===== src/rtl/fifo1c_arb_pkg.sv =====
// Shared types and widths for the fifo1c write arbiter.
package fifo1c_arb_pkg;

   typedef enum logic [1:0] {
      IDLE = 2'd0,
      ARB  = 2'd1,
      XFER = 2'd2
   } arb_st_t;

   localparam int ARB_ID_W = 3;
   localparam int BURST_W  = 8;

endpackage


===== src/rtl/fifo1c_wr_arb_rr_pick.sv =====
// Combinational round-robin picker: first valid bit at or above ptr_i, wrapping mod N.
module rr_pick
   import fifo1c_arb_pkg::*;
#(
   parameter int N = 4
) (
   input  logic [N-1:0]        valid_i,
   input  logic [ARB_ID_W-1:0] ptr_i,
   output logic [N-1:0]        onehot_o,
   output logic [ARB_ID_W-1:0] idx_o,
   output logic                any_o
);

   logic                found;
   logic [N-1:0]        oh;
   logic [ARB_ID_W-1:0] idx;

   always_comb begin
      found = 1'b0;
      oh    = '0;
      idx   = '0;
      for (int k = 0; k < N; k++) begin
         for (int i = 0; i < N; i++) begin
            if (!found && valid_i[i] && (((int'(ptr_i) + k) % N) == i)) begin
               found = 1'b1;
               oh[i] = 1'b1;
               idx   = ARB_ID_W'(i);
            end
         end
      end
      onehot_o = oh;
      idx_o    = idx;
      any_o    = found;
   end

endmodule


===== src/rtl/fifo1c_wr_arb.sv =====
// Round-robin, packet-atomic write arbiter in front of a fifo1c128x64 write port.
module fifo1c_wr_arb
   import fifo1c_arb_pkg::*;
#(
   parameter int NREQ       = 4,
   parameter int DATA_WIDTH = 64,
   parameter int MAX_BURST  = 16
) (
   input  logic                       clk,
   input  logic                       rst,
   input  logic [NREQ-1:0]            req_valid,
   input  logic [NREQ*DATA_WIDTH-1:0] req_data,
   input  logic [NREQ-1:0]            req_eop,
   output logic [NREQ-1:0]            req_ready,
   output logic [DATA_WIDTH-1:0]      fifo_data,
   output logic                       fifo_wrreq,
   input  logic                       fifo_almost_full,
   input  logic                       fifo_full,
   output logic [ARB_ID_W-1:0]        grant_id,
   output logic                       grant_active,
   output logic                       ovf_err,
   input  logic                       err_clr
);

   arb_st_t               state_q, state_d;
   logic [ARB_ID_W-1:0]   rr_ptr_q, rr_ptr_d;
   logic [ARB_ID_W-1:0]   grant_id_q, grant_id_d;
   logic [NREQ-1:0]       gnt_oh_q, gnt_oh_d;
   logic [BURST_W-1:0]    burst_cnt_q, burst_cnt_d;
   logic [DATA_WIDTH-1:0] fifo_data_q, fifo_data_d;
   logic                  fifo_wrreq_q, fifo_wrreq_d;
   logic                  ovf_err_q, ovf_err_d;

   logic [NREQ-1:0]       pick_oh;
   logic [ARB_ID_W-1:0]   pick_idx;
   logic                  pick_any;

   logic                  sel_valid, sel_eop;
   logic [DATA_WIDTH-1:0] sel_data;
   logic                  accept, burst_last, xfer_done;
   logic [BURST_W:0]      burst_inc;

   rr_pick #(.N(NREQ)) u_pick (
      .valid_i  (req_valid),
      .ptr_i    (rr_ptr_q),
      .onehot_o (pick_oh),
      .idx_o    (pick_idx),
      .any_o    (pick_any)
   );

   always_ff @(posedge clk) begin
      if (rst) begin
         state_q      <= IDLE;
         rr_ptr_q     <= '0;
         grant_id_q   <= '0;
         gnt_oh_q     <= '0;
         burst_cnt_q  <= '0;
         fifo_data_q  <= '0;
         fifo_wrreq_q <= 1'b0;
         ovf_err_q    <= 1'b0;
      end else begin
         state_q      <= state_d;
         rr_ptr_q     <= rr_ptr_d;
         grant_id_q   <= grant_id_d;
         gnt_oh_q     <= gnt_oh_d;
         burst_cnt_q  <= burst_cnt_d;
         fifo_data_q  <= fifo_data_d;
         fifo_wrreq_q <= fifo_wrreq_d;
         ovf_err_q    <= ovf_err_d;
      end
   end

   always_comb begin
      state_d = state_q;
      case (state_q)
         IDLE:    if (|req_valid) state_d = ARB;
         ARB:     state_d = pick_any ? XFER : IDLE;
         XFER:    if (xfer_done) state_d = ARB;
         default: state_d = IDLE;
      endcase
   end

   // Ready depends only on state and almost_full, so requesters may wait on it.
   always_comb begin
      sel_data = '0;
      for (int i = 0; i < NREQ; i++) begin
         if (gnt_oh_q[i]) sel_data = sel_data | req_data[i*DATA_WIDTH +: DATA_WIDTH];
      end
      sel_valid    = |(req_valid & gnt_oh_q);
      sel_eop      = |(req_eop & gnt_oh_q);
      req_ready    = ((state_q == XFER) && !fifo_almost_full) ? gnt_oh_q : '0;
      accept       = (state_q == XFER) && !fifo_almost_full && sel_valid;
      burst_inc    = {1'b0, burst_cnt_q} + 1'b1;
      burst_last   = (burst_inc == (BURST_W+1)'(MAX_BURST));
      xfer_done    = accept && (sel_eop || burst_last);
      grant_active = (state_q == XFER);
      grant_id     = grant_id_q;
      fifo_data    = fifo_data_q;
      fifo_wrreq   = fifo_wrreq_q;
      ovf_err      = ovf_err_q;
   end

   always_comb begin
      rr_ptr_d     = rr_ptr_q;
      grant_id_d   = grant_id_q;
      gnt_oh_d     = gnt_oh_q;
      burst_cnt_d  = burst_cnt_q;
      fifo_wrreq_d = accept;
      fifo_data_d  = accept ? sel_data : fifo_data_q;
      if ((state_q == ARB) && pick_any) begin
         grant_id_d  = pick_idx;
         gnt_oh_d    = pick_oh;
         burst_cnt_d = '0;
      end
      if (accept) burst_cnt_d = burst_inc[BURST_W-1:0];
      if (xfer_done) begin
         rr_ptr_d = (grant_id_q == ARB_ID_W'(NREQ-1)) ? '0 : grant_id_q + 1'b1;
      end
      // A same-cycle overflow wins over the clear so no event is lost.
      if (fifo_wrreq_q && fifo_full) ovf_err_d = 1'b1;
      else if (err_clr)              ovf_err_d = 1'b0;
      else                           ovf_err_d = ovf_err_q;
   end

endmodule

===== config.mk =====
export PLATFORM = sky130hd
export DESIGN_NAME = fifo1c_wr_arb
export DESIGN_NICKNAME = d
export VERILOG_FILES = /design/src/rtl/fifo1c_arb_pkg.sv /design/src/rtl/fifo1c_wr_arb_rr_pick.sv /design/src/rtl/fifo1c_wr_arb.sv
export SDC_FILE = /design/constraint.sdc
export NUM_CORES = 1
export LEC_CHECK = 0
export CAP_MARGIN = 20
export CORE_AREA = 2 2 133 135
export CTS_CLUSTER_DIAMETER = 120
export DETAILED_ROUTE_END_ITERATION = 6
export DIE_AREA = 0 0 135 137
export PLACE_DENSITY = 0.72
export SYNTH_ARGS = -nofsm -noshare
export SYNTH_HDL_FRONTEND = slang
export SYNTH_HIERARCHICAL = 1
export SYNTH_SLANG_ARGS = --single-unit

===== constraint.sdc =====
create_clock -name clk -period 2.5 [get_ports clk]
set_input_delay 0.25 -clock clk [delete_from_list [all_inputs] [get_ports clk]]
set_output_delay 0.25 -clock clk [all_outputs]
set_load 0.02 [all_outputs]

==> impl_metrics.json <==
{
  "outcome": "finished clean",
  "fillCellCount": 1659,
  "floorplan.die.height_um": 137,
  "cts_hold_buffers": 0,
  "cts-buffers-inserted": 9,
  "timing.final.max_slew_violations": 0,
  "clkSinkCount": 85,
  "crit_path_end_kind": "primary output",
  "totalNegativeSetupSlack_ns": 0,
  "first_global_vias": 5372,
  "die-area_um2": 18500,
  "leakage_uw": 0.00258,
  "initial_core_util": 0.268,
  "area_delta_synth_final_pct": 82.8,
  "grt_setup_unrepaired": "false",
  "total_number_of_vias": 5615,
  "pin_count_of_the_biggest_net_entering_global_routing": 63,
  "hpwlAfterDp_um": 14400,
  "post_cts_resize_count": 0,
  "detail-route-antenna-nets": 0,
  "floorplan.io_pins": 343,
  "tritoncts_clock_tree": "built",
  "cts_root_buffer": "sky130_fd_sc_hd__clkbuf_16",
  "wire_per_inst_um": 18.4,
  "antenna_diode_count": 0,
  "clock_latency_ns": 0.33,
  "final-instance-count-excl-fill": 1067,
  "design.core.area_um2": 17100,
  "grt_antenna_before_repair": 0,
  "crit_fanout": 7,
  "drc_errors": 0,
  "cp.arrival_ns": 1.87,
  "cts_setup_buffers": 0,
  "design.final.nets": 1109,
  "synthCells": 531,
  "holdCritPathClass": "in2reg",
  "first_pass_drt_iterations": 5,
  "critPathRequiredTime_ns": 2.25,
  "finalClockSkew_ns": 0.00672,
  "post_drt_via_cell_ratio": 5.26,
  "power.ir.vdd_worst_mv": 0.282,
  "synth.yosys.warnings": 6,
  "crit_slowest_cell": "sky130_fd_sc_hd__clkdlybuf4s50_1",
  "count_of_max_cap_constraint_violations": 0,
  "port_buffers": 342,
  "detailedRoute.firstIterationViolations": 283,
  "period_needed_ns": 2.12,
  "global_route.overflow_total": 0,
  "overall_global_routing_resource_usage": 0.200,
  "finalHoldViolations": 0,
  "wirelength_um": 19600,
  "cts.path.max_buffers": 2,
  "relSlewSlack": 0.519,
  "num_rows": 48,
  "numPlacedInstances": 1051,
  "final_util": 0.489,
  "min_period_over_period": 0.848,
  "synth.cell_area_um2": 4570,
  "cts_max_level": 3,
  "mappedNetlistNets": 803,
  "clock_transition_at_the_registers_of_the_reported_paths_ns": 0.06,
  "cellPowerDensity_nw_per_um2": 407,
  "finalSetupViolations": 0,
  "worstMarginPinSlew_ns": 0.721,
  "mean_cell_area_of_the_mapped_netlist_um2": 8.60,
  "share_of_layout_cells_above_drive_strength_1": 0.0487,
  "gpl.final_weighted_congestion": 0.862,
  "critPathMaxStageDelay_ns": 0.61,
  "crit_path_cell_trace": "nor3b_2, and2_1, clkdlybuf4s50_1",
  "grt_first_pass_wirelength_um": 29000,
  "worst-setup-path-type": "reg2out",
  "setup.worst_path.start_class": "register",
  "fp.dieW_um": 135,
  "achievable-frequency_ghz": 0.471
}
## worst paths after layout
| check | from | end | slack [ns] | depth (start not counted) |
|---|---|---|---|---|
| hold / removal | rst | burst_cnt_q[0]$_SDFFE_PP0P_ | 0.27 | 2 |
| setup reg to reg | burst_cnt_q[0]$_SDFFE_PP0P_ | rr_ptr_q[0]$_SDFFE_PP0P_ | 0.40 | 6 |
| setup / recovery | state_q[0]$_SDFFE_PP0P_ | req_ready[0] | 0.38 | 3 |
| hold reg to reg | grant_id[1]$_SDFFE_PP0P_ | grant_id[1]$_SDFFE_PP0P_ | 0.47 | 2 |
## cell usage in the layout (no fill, tap or decap), types with 9 or more instances in the layout
| cell | count |
|---|---|
| sky130_fd_sc_hd__buf_4 | 9 |
| sky130_fd_sc_hd__clkdlybuf4s50_1 | 341 |
| sky130_fd_sc_hd__nand2_1 | 21 |
| sky130_fd_sc_hd__a311oi_1 | 65 |
| sky130_fd_sc_hd__dfxtp_1 | 81 |
| sky130_fd_sc_hd__a22oi_1 | 128 |
| sky130_fd_sc_hd__nor2_1 | 76 |
| sky130_fd_sc_hd__clkbuf_16 | 9 |
| sky130_fd_sc_hd__a21oi_1 | 22 |
## report_power, final
part           internal (uW)  switching, uW  total, uW
registers               1380           25.7       1400
clock network            667            543       1210
logic                    492            287        779
total                   2540            855       3390
## worst max-delay path, delay by kind of cell (launching register included)
kind	cells	cell delay (ns)
simple gates	2	0.56
flops	1	0.37
buf+inv	1	0.61
## per-stage QoR
step	total power [uW]	area, um2	setup slack [ns]	hold slack [ns]
after floorplan	1670	4570	0.592	0.390
after global placement	2210	8090	0.391	0.457
after detailed placement	2210	8090	0.310	0.468
after CTS	3440	8350	0.363	0.250
after global routing	3550	8350	0.238	0.287
final	3390	8350	0.379	0.269
## area by class of cell
cell class                 instances  area [um2]  share of cell area
clock buffer                      11         233              0.0279
timing repair buffer             353        3530               0.422
tap                              225         282              0.0337
sequential                        85        1710               0.204
multi-input combinational        382        2550               0.306
clock inverter                     5        27.5             0.00330
inverter                           6        22.5             0.00270
## metal layers
layer | vias up | share of wire | wire length [um] | track usage
met5 | - | 0 | 0 | 0
met4 | 0 | 0.020 | 388 | 0.0683
li1 | 2712 | - | - | -
met2 | 270 | 0.49 | 9530 | 0.345
met3 | 26 | 0.092 | 1810 | 0.0530
met1 | 2607 | 0.40 | 7890 | 0.241
## state kept, by name (all words and copies together) (netlist names)
| name | flops |
|---|---|
| burst_cnt_q | 8 |
| fifo_wrreq | 1 |
| ovf_err | 1 |
| grant_id | 3 |
| gnt_oh_q | 4 |
| rr_ptr_q | 2 |
| fifo_data | 64 |
| state_q | 2 |
No activity file was read; power rests on OpenSTA's default activity.
